$ cat src/rtl/uart_cmd_pkg.sv
// Shared types and framing constants for the UART command front end.
package uart_cmd_pkg;

    typedef enum logic [1:0] {
        RX_IDLE  = 2'd0,
        RX_START = 2'd1,
        RX_DATA  = 2'd2,
        RX_STOP  = 2'd3
    } rx_state_t;

    typedef enum logic {
        WAIT_HI = 1'b0,
        WAIT_LO = 1'b1
    } asm_state_t;

    typedef enum logic {
        TX_IDLE  = 1'b0,
        TX_SHIFT = 1'b1
    } tx_state_t;

    localparam logic START_BIT = 1'b0;
    localparam logic STOP_BIT  = 1'b1;

endpackage

$ cat src/rtl/uart_tx.sv
// UART transmitter: 8N1, LSB first, one-cycle tx_done after the stop bit.
//
// state    | meaning
// TX_IDLE  | line idle high, waiting for trmt
// TX_SHIFT | shifting start/data/stop bits, each held BAUD_DIV cycles
module uart_tx
    import uart_cmd_pkg::*;
#(
    parameter int BAUD_DIV = 434
) (
    input  logic       clk,
    input  logic       rst_n,
    input  logic       trmt,
    input  logic [7:0] tx_data,
    output logic       TX,
    output logic       tx_done
);
    localparam int              BW        = $clog2(BAUD_DIV) + 1;
    localparam logic [BW-1:0]   BAUD_FULL = BW'(BAUD_DIV - 1);
    localparam logic [BW-1:0]   ONE       = BW'(1);

    tx_state_t       r_state;
    tx_state_t       w_next;
    logic [9:0]      r_shift;
    logic [BW-1:0]   r_baud;
    logic [3:0]      r_bits;
    logic            r_done;
    logic            w_tc;
    logic            w_load;
    logic            w_shift;
    logic            w_last;

    assign w_tc = (r_baud == '0);

    // State register.
    always_ff @(posedge clk or negedge rst_n) begin
        if (!rst_n) r_state <= TX_IDLE;
        else        r_state <= w_next;
    end

    // Next-state: a request is only honoured while idle.
    always_comb begin
        w_next = r_state;
        case (r_state)
            TX_IDLE:  if (trmt) w_next = TX_SHIFT;
            TX_SHIFT: if (w_tc && r_bits == 4'd9) w_next = TX_IDLE;
            default:  w_next = TX_IDLE;
        endcase
    end

    // Datapath strobes decoded from the state.
    always_comb begin
        w_load  = 1'b0;
        w_shift = 1'b0;
        case (r_state)
            TX_IDLE:  w_load  = trmt;
            TX_SHIFT: w_shift = w_tc;
            default:  ;
        endcase
        w_last = w_shift && (r_bits == 4'd9);
    end

    // Shifter, baud down-counter and bit counter; shifter resets to all ones so TX idles high.
    always_ff @(posedge clk or negedge rst_n) begin
        if (!rst_n) begin
            r_shift <= '1;
            r_baud  <= '0;
            r_bits  <= '0;
            r_done  <= 1'b0;
        end else begin
            r_done <= w_last;
            if (w_load) begin
                r_shift <= {STOP_BIT, tx_data, START_BIT};
                r_baud  <= BAUD_FULL;
                r_bits  <= '0;
            end else if (w_shift) begin
                r_shift <= {STOP_BIT, r_shift[9:1]};
                if (w_last) begin
                    r_baud <= '0;
                end else begin
                    r_baud <= BAUD_FULL;
                    r_bits <= r_bits + 4'd1;
                end
            end else if (!w_tc) begin
                r_baud <= r_baud - ONE;
            end
        end
    end

    assign TX      = r_shift[0];
    assign tx_done = r_done;

endmodule

$ cat src/rtl/uart_cmd_wrapper.sv
// Host serial front end: UART RX assembles byte pairs into 16-bit commands,
// UART TX returns 8-bit responses.
//
// state    | meaning
// RX_IDLE  | waiting for a falling edge on the synchronized line
// RX_START | half-bit wait, then confirm the start bit
// RX_DATA  | sampling 8 data bits, LSB first
// RX_STOP  | sampling the stop bit; good stop yields a byte
// WAIT_HI  | no byte held, next byte is the command high byte
// WAIT_LO  | high byte held, waiting for low byte or timeout
module uart_cmd_wrapper
    import uart_cmd_pkg::*;
#(
    parameter int BAUD_DIV = 434,
    parameter int TO_BITS  = 64
) (
    input  logic        clk,
    input  logic        rst_n,
    input  logic        RX,
    output logic        TX,
    output logic [15:0] cmd,
    output logic        cmd_rdy,
    input  logic        clr_cmd_rdy,
    input  logic [7:0]  resp,
    input  logic        send_resp,
    output logic        resp_sent,
    output logic        cmd_ovr
);
    localparam int              BW        = $clog2(BAUD_DIV) + 1;
    localparam int              TW        = $clog2(TO_BITS) + 1;
    localparam logic [BW-1:0]   BAUD_FULL = BW'(BAUD_DIV - 1);
    localparam logic [BW-1:0]   BAUD_HALF = BW'(BAUD_DIV / 2 - 1);
    localparam logic [BW-1:0]   ONE_B     = BW'(1);
    localparam logic [TW-1:0]   TO_LIMIT  = TW'(TO_BITS);
    localparam logic [TW-1:0]   ONE_T     = TW'(1);

    logic            r_rx_s1;
    logic            r_rx_s2;
    logic            r_rx_prev;
    logic            w_rx_fall;
    rx_state_t       r_rx_state;
    rx_state_t       w_rx_next;
    logic [BW-1:0]   r_rx_cnt;
    logic [2:0]      r_rx_bits;
    logic [7:0]      r_rx_shift;
    logic            r_byte_rdy;
    logic            w_rx_tc;
    logic            w_rx_load_half;
    logic            w_rx_load_full;
    logic            w_rx_sample;
    logic            w_rx_stop_ok;

    asm_state_t      r_asm_state;
    asm_state_t      w_asm_next;
    logic [7:0]      r_hi_byte;
    logic [BW-1:0]   r_to_div;
    logic [TW-1:0]   r_to_cnt;
    logic            w_to_expired;
    logic            w_hi_load;
    logic            w_pair_done;
    logic            w_to_run;

    logic [15:0]     r_cmd;
    logic            r_cmd_rdy;
    logic            r_cmd_ovr;

    // Two-flop synchronizer plus edge-detect history, all preset to idle-high.
    always_ff @(posedge clk or negedge rst_n) begin
        if (!rst_n) begin
            r_rx_s1   <= 1'b1;
            r_rx_s2   <= 1'b1;
            r_rx_prev <= 1'b1;
        end else begin
            r_rx_s1   <= RX;
            r_rx_s2   <= r_rx_s1;
            r_rx_prev <= r_rx_s2;
        end
    end

    assign w_rx_fall = r_rx_prev & ~r_rx_s2;
    assign w_rx_tc   = (r_rx_cnt == '0);

    // RX state register.
    always_ff @(posedge clk or negedge rst_n) begin
        if (!rst_n) r_rx_state <= RX_IDLE;
        else        r_rx_state <= w_rx_next;
    end

    // RX next-state; start edges are only looked for in RX_IDLE.
    always_comb begin
        w_rx_next = r_rx_state;
        case (r_rx_state)
            RX_IDLE:  if (w_rx_fall) w_rx_next = RX_START;
            RX_START: if (w_rx_tc) w_rx_next = (r_rx_s2 == START_BIT) ? RX_DATA : RX_IDLE;
            RX_DATA:  if (w_rx_tc && r_rx_bits == 3'd7) w_rx_next = RX_STOP;
            RX_STOP:  if (w_rx_tc) w_rx_next = RX_IDLE;
            default:  w_rx_next = RX_IDLE;
        endcase
    end

    // RX datapath strobes decoded from the state.
    always_comb begin
        w_rx_load_half = 1'b0;
        w_rx_load_full = 1'b0;
        w_rx_sample    = 1'b0;
        w_rx_stop_ok   = 1'b0;
        case (r_rx_state)
            RX_IDLE:  w_rx_load_half = w_rx_fall;
            RX_START: w_rx_load_full = w_rx_tc;
            RX_DATA: begin
                w_rx_sample    = w_rx_tc;
                w_rx_load_full = w_rx_tc;
            end
            RX_STOP:  w_rx_stop_ok = w_rx_tc && (r_rx_s2 == STOP_BIT);
            default:  ;
        endcase
    end

    // RX sample timer, bit counter, shift register and byte-ready pulse.
    always_ff @(posedge clk or negedge rst_n) begin
        if (!rst_n) begin
            r_rx_cnt   <= '0;
            r_rx_bits  <= '0;
            r_rx_shift <= '0;
            r_byte_rdy <= 1'b0;
        end else begin
            r_byte_rdy <= w_rx_stop_ok;
            if (w_rx_load_half)      r_rx_cnt <= BAUD_HALF;
            else if (w_rx_load_full) r_rx_cnt <= BAUD_FULL;
            else if (!w_rx_tc)       r_rx_cnt <= r_rx_cnt - ONE_B;
            if (r_rx_state == RX_START)               r_rx_bits <= '0;
            else if (w_rx_sample && r_rx_bits != 3'd7) r_rx_bits <= r_rx_bits + 3'd1;
            if (w_rx_sample) r_rx_shift <= {r_rx_s2, r_rx_shift[7:1]};
        end
    end

    assign w_to_expired = (r_to_cnt == TO_LIMIT);

    // Assembler state register.
    always_ff @(posedge clk or negedge rst_n) begin
        if (!rst_n) r_asm_state <= WAIT_HI;
        else        r_asm_state <= w_asm_next;
    end

    // Assembler next-state; a byte arriving on the timeout cycle still completes the pair.
    always_comb begin
        w_asm_next = r_asm_state;
        case (r_asm_state)
            WAIT_HI: if (r_byte_rdy) w_asm_next = WAIT_LO;
            WAIT_LO: if (r_byte_rdy || w_to_expired) w_asm_next = WAIT_HI;
            default: w_asm_next = WAIT_HI;
        endcase
    end

    // Assembler strobes; the timeout only advances while the receiver is idle.
    always_comb begin
        w_hi_load   = (r_asm_state == WAIT_HI) && r_byte_rdy;
        w_pair_done = (r_asm_state == WAIT_LO) && r_byte_rdy;
        w_to_run    = (r_asm_state == WAIT_LO) && (r_rx_state == RX_IDLE) && !w_to_expired;
    end

    // High-byte latch and inter-byte timeout (bit-period prescaler feeding a saturating count).
    always_ff @(posedge clk or negedge rst_n) begin
        if (!rst_n) begin
            r_hi_byte <= '0;
            r_to_div  <= '0;
            r_to_cnt  <= '0;
        end else if (w_hi_load) begin
            r_hi_byte <= r_rx_shift;
            r_to_div  <= BAUD_FULL;
            r_to_cnt  <= '0;
        end else if (w_to_run) begin
            if (r_to_div == '0) begin
                r_to_div <= BAUD_FULL;
                r_to_cnt <= r_to_cnt + ONE_T;
            end else begin
                r_to_div <= r_to_div - ONE_B;
            end
        end
    end

    // Command register and handshake; a completing pair beats a coincident clear.
    always_ff @(posedge clk or negedge rst_n) begin
        if (!rst_n) begin
            r_cmd     <= '0;
            r_cmd_rdy <= 1'b0;
            r_cmd_ovr <= 1'b0;
        end else begin
            r_cmd_ovr <= w_pair_done && r_cmd_rdy && !clr_cmd_rdy;
            if (w_pair_done) begin
                r_cmd     <= {r_hi_byte, r_rx_shift};
                r_cmd_rdy <= 1'b1;
            end else if (clr_cmd_rdy) begin
                r_cmd_rdy <= 1'b0;
            end
        end
    end

    assign cmd     = r_cmd;
    assign cmd_rdy = r_cmd_rdy;
    assign cmd_ovr = r_cmd_ovr;

    uart_tx #(
        .BAUD_DIV (BAUD_DIV)
    ) u_tx (
        .clk     (clk),
        .rst_n   (rst_n),
        .trmt    (send_resp),
        .tx_data (resp),
        .TX      (TX),
        .tx_done (resp_sent)
    );

endmodule

$ cat config.mk
export PLATFORM = sky130hd
export DESIGN_NAME = uart_cmd_wrapper
export DESIGN_NICKNAME = d
export VERILOG_FILES = /design/src/rtl/uart_cmd_pkg.sv /design/src/rtl/uart_tx.sv /design/src/rtl/uart_cmd_wrapper.sv
export SDC_FILE = /design/constraint.sdc
export NUM_CORES = 1
export LEC_CHECK = 0
export ABC_AREA = 0
export ABC_CLOCK_PERIOD_IN_PS = 5800
export CAP_MARGIN = 30
export CORE_MARGIN = 5
export CORE_UTILIZATION = 40
export CTS_BUF_LIST = sky130_fd_sc_hd__clkbuf_2
export DETAILED_ROUTE_END_ITERATION = 16
export GPL_TIMING_DRIVEN = 1
export PLACE_DENSITY = 0.59
export SYNTH_ARGS = -nofsm -noshare
export SYNTH_HDL_FRONTEND = slang
export SYNTH_SLANG_ARGS = --single-unit
$ cat constraint.sdc
create_clock -name clk -period 5.8 [get_ports clk]
set_input_delay 0.58 -clock clk [delete_from_list [all_inputs] [get_ports clk]]
set_output_delay 0.58 -clock clk [all_outputs]
set_load 0.02 [all_outputs]
==> run_results.csv <==
group,metric,value,unit
clock_tree,ctsResizeCount,0,
placement,detailed_place_hpwl,5981,µm
setup_path,start_kind,"flip-flop",
pwr,ir_drop,0.2641,mV
layout,final_util,0.4694,
synth,yosysSeqAreaShare,0.5331,
synth,syn_inst,420,
timing,rsz0062_at_grt,"no",
synth,synth-seq-cells,96,
synth,ys_async_sr_fraction,1.000,
layout,area_delta_synth_final,13.69,%
synth,yosysUniqueCellTypes,50,
synth,post-synth-top-area-cell,"dfrtp_1",
timing,min_period_over_period,0.4490,
floorplanning,core,10980,µm²
layout,num_antenna_cells,0,
placement,dpl_cell_area,5006,µm²
clock_tree,clockRootBuffer,"clkbuf_2",
timing,finalMaxSlewViolations,0,
synth,ys_top_cells_by_area,"dfrtp_1 46%, dfstp_2 7.0%, mux2_2 6.5%, ha_1 3.9%, nand2_1 3.3%",
routing,avgRoutedWirePerCell,14.65,µm
grt,grt_max_degree,62,
timing,fmax,384.0,MHz
placement,pre_cts_ws,3177,ps
clock_tree,cts_tree,"yes",
layout,fillers,1040,
placement,port_buffers,32,
layout,nets,482,
floorplanning,die_y,116.5,µm
clock_tree,cts_buffers,9,
synth,yosysMostFrequentCell,"dfrtp_1",
synth,syn_area_per_cell,10.80,µm²
routing,routed-via-count,3262,
grt,antenna_found_initial,0,
placement,gp_routability_congestion,0.7720,
timing,whs,363.4,ps
grt,grt_pass1_wl,15500,µm
synth,synth_edf_count,0,
routing,firstDrtPassIters,4,
setup_path,path_class,"flip-flop to flip-flop",
pwr,power.density,330.9,nW/µm²
timing,tightest_slew,1028,ps
setup_path,worstPathMaxFanout,11,
floorplanning,dieWidth,116.5,µm
floorplanning,pin_count,33,
timing,hold_viol_final,0,
layout,regArea,2417,µm²
routing,drt_iter0_drc,144,
job,cap_violations,0,
layout,multi_input_area,1991,µm²
layout,drive_gt1_frac,0.1609,
timing,fin_worst_skew,31.11,ps
clock_tree,clock_latency,580,ps
synth,synth_fp_nets,447,
synth,syn_area,4534,µm²
hold_path,hold_path_class,"input pin to flip-flop",
synth,synth.top_cell.area_share,0.4636,
layout,post-route-cell-area,5155,µm²
timing,period_minus_slack,2604,ps
clock_tree,clock-sinks,96,
clock_tree,htree_levels,3,
setup_path,worstSetupEndpointType,"flip-flop",
grt,grt_pass1_vias,3261,
pwr,p_leak,2.357,nW
routing,route.detailed.drc,0,
setup_path,critical_path_required,6330,ps
timing,tns,0,ps
clock_tree,cts_buffer_depth,2,
synth,ys_warn_count,0,
timing,setup_violations,0,
grt,gr-total-overflow,0,
clock_tree,clk_pin_slew,270,ps
floorplanning,dieArea,13570,µm²
grt,grt_usage,0.1435,
outcome,outcome,"completed",
routing,wirelength,8788,µm
routing,antenna_left,0,
floorplanning,row_count,38,
setup_path,cp.arrival,3130,ps
synth,ys.flop_type,"dfrtp_1",
synth,synthTopCellsByCount,"84 x dfrtp_1, 40 x nand2_1, 26 x mux2_2",
floorplanning,start_util,0.4129,
routing,via_per_inst,5.437,
timing,relSlewSlack,0.3080,
timing,setup_slack,3196,ps
-- flip-flops by register name (all words and copies together) (netlist names), named ones only --
signal,flops
r_asm_state,1
r_rx_s1,1
r_rx_s2,1
cmd,16
r_to_div,10
r_rx_prev,1
r_rx_shift,8
r_rx_cnt,10
r_hi_byte,8
u_tx.r_state,1
r_rx_state,1
cmd_ovr,1
r_byte_rdy,1
r_to_cnt,7
u_tx.tx_done,1
r_rx_bits,3
cmd_rdy,1
u_tx.r_baud,10
u_tx.r_shift,9
u_tx.r_bits,4
-- where the power goes --
| group | internal (mW) | switching, mW |
|---|---|---|
| logic | 0.208 | 0.255 |
| clock network | 0.143 | 0.233 |
| registers | 0.765 | 0.102 |
-- worst paths after layout --
path | depth (start not counted) | slack (ps) | end | start
setup / recovery | 6 | 3200 | r_rx_bits[0] | r_rx_cnt[0]
hold / removal | 1 | 360 | r_rx_s1 | RX
setup reg to reg | 6 | 3200 | r_rx_bits[0] | r_rx_cnt[0]
hold reg to reg | 0 | 380 | r_rx_s2 | r_rx_s1
max in group asynchronous | 3 | 4160 | cmd[10] | rst_n
min in group asynchronous | 2 | 500 | r_rx_cnt[8] | rst_n
-- per-layer routing --
layer  routed length [µm]  track usage  up-vias  part of all wire
met3                  273      0.03264       14             0.031
met4                  167      0.06419        0             0.019
li1                     -            -     1597                 -
met1                 4299       0.1955     1613              0.49
met5                    0            0        -                 0
met2                 4047       0.2193       38              0.46
-- layout by cell type, fill, tap and decap left out, types with 3 or more instances in the layout --
cell	synthesis	final
dfrtp_1	84	84
nor3_1	13	13
and3_1	3	3
a31oi_1	3	3
o41ai_1	3	3
inv_1	16	16
mux2_2	26	26
nor2_1	23	23
mux2i_1	5	5
or2_2	3	3
ha_1	14	14
a21o_1	7	7
o31ai_1	6	6
nor4_1	8	8
nand3_1	12	12
a22o_1	9	9
xnor2_1	10	10
dfstp_2	12	12
clkbuf_2	0	9
nand2_1	40	40
nand2b_1	10	10
o21ai_0	22	22
buf_4	0	7
clkdlybuf4s50_1	0	31
a21oi_1	19	19
or4_1	9	9
nor2b_1	5	5
a22oi_1	3	3
or3_1	12	12
-- worst max-delay path, stage by stage (launching register included) --
cell and delay, ps:
dfrtp_1 470, inv_1 70, ha_1 210, nor4b_1 630, nand4_1 580, or3_1 490, a21oi_1 150
-- cell families (layout without fill, tap and decap cells) --
group | after synthesis | count (layout) | synth area share
buffers and inverters | 31 | 71 | 0.02787
muxes | 31 | 31 | 0.07561
DFF | 96 | 96 | 0.5331
and+or+nand+nor | 152 | 152 | 0.1799
xor gates and xnor gates | 10 | 10 | 0.01931
AOI/OAI and AO/OA | 86 | 86 | 0.1256
adders and majority gates | 14 | 14 | 0.03863
-- per-stage QoR --
stage                     instances  power [mW]
after floorplan                 420       1.233
final                           600       1.706
after CTS                       600       1.729
after detailed placement        583       1.341
after global routing            600       1.836
after global placement          583       1.316
-- what timing repair did --
| item | CTS | global route |
|---|---|---|
| hold buffers | 1 | 0 |
| buffers inserted | 0 | 0 |
| endpoints found under the setup margin | 0 | 0 |
| endpoints found under the hold margin | 26 | 0 |
-- cell type report --
| cell class | instances | share of cell area |
|---|---|---|
| clock buffer | 9 | 0.008738 |
| timing repair buffer | 39 | 0.07233 |
| multi-input combinational | 293 | 0.3862 |
| tap | 140 | 0.03398 |
| clock inverter | 7 | 0.01820 |
| inverter | 16 | 0.01165 |
| sequential | 96 | 0.4689 |
Power figures use the tool's default switching activity.
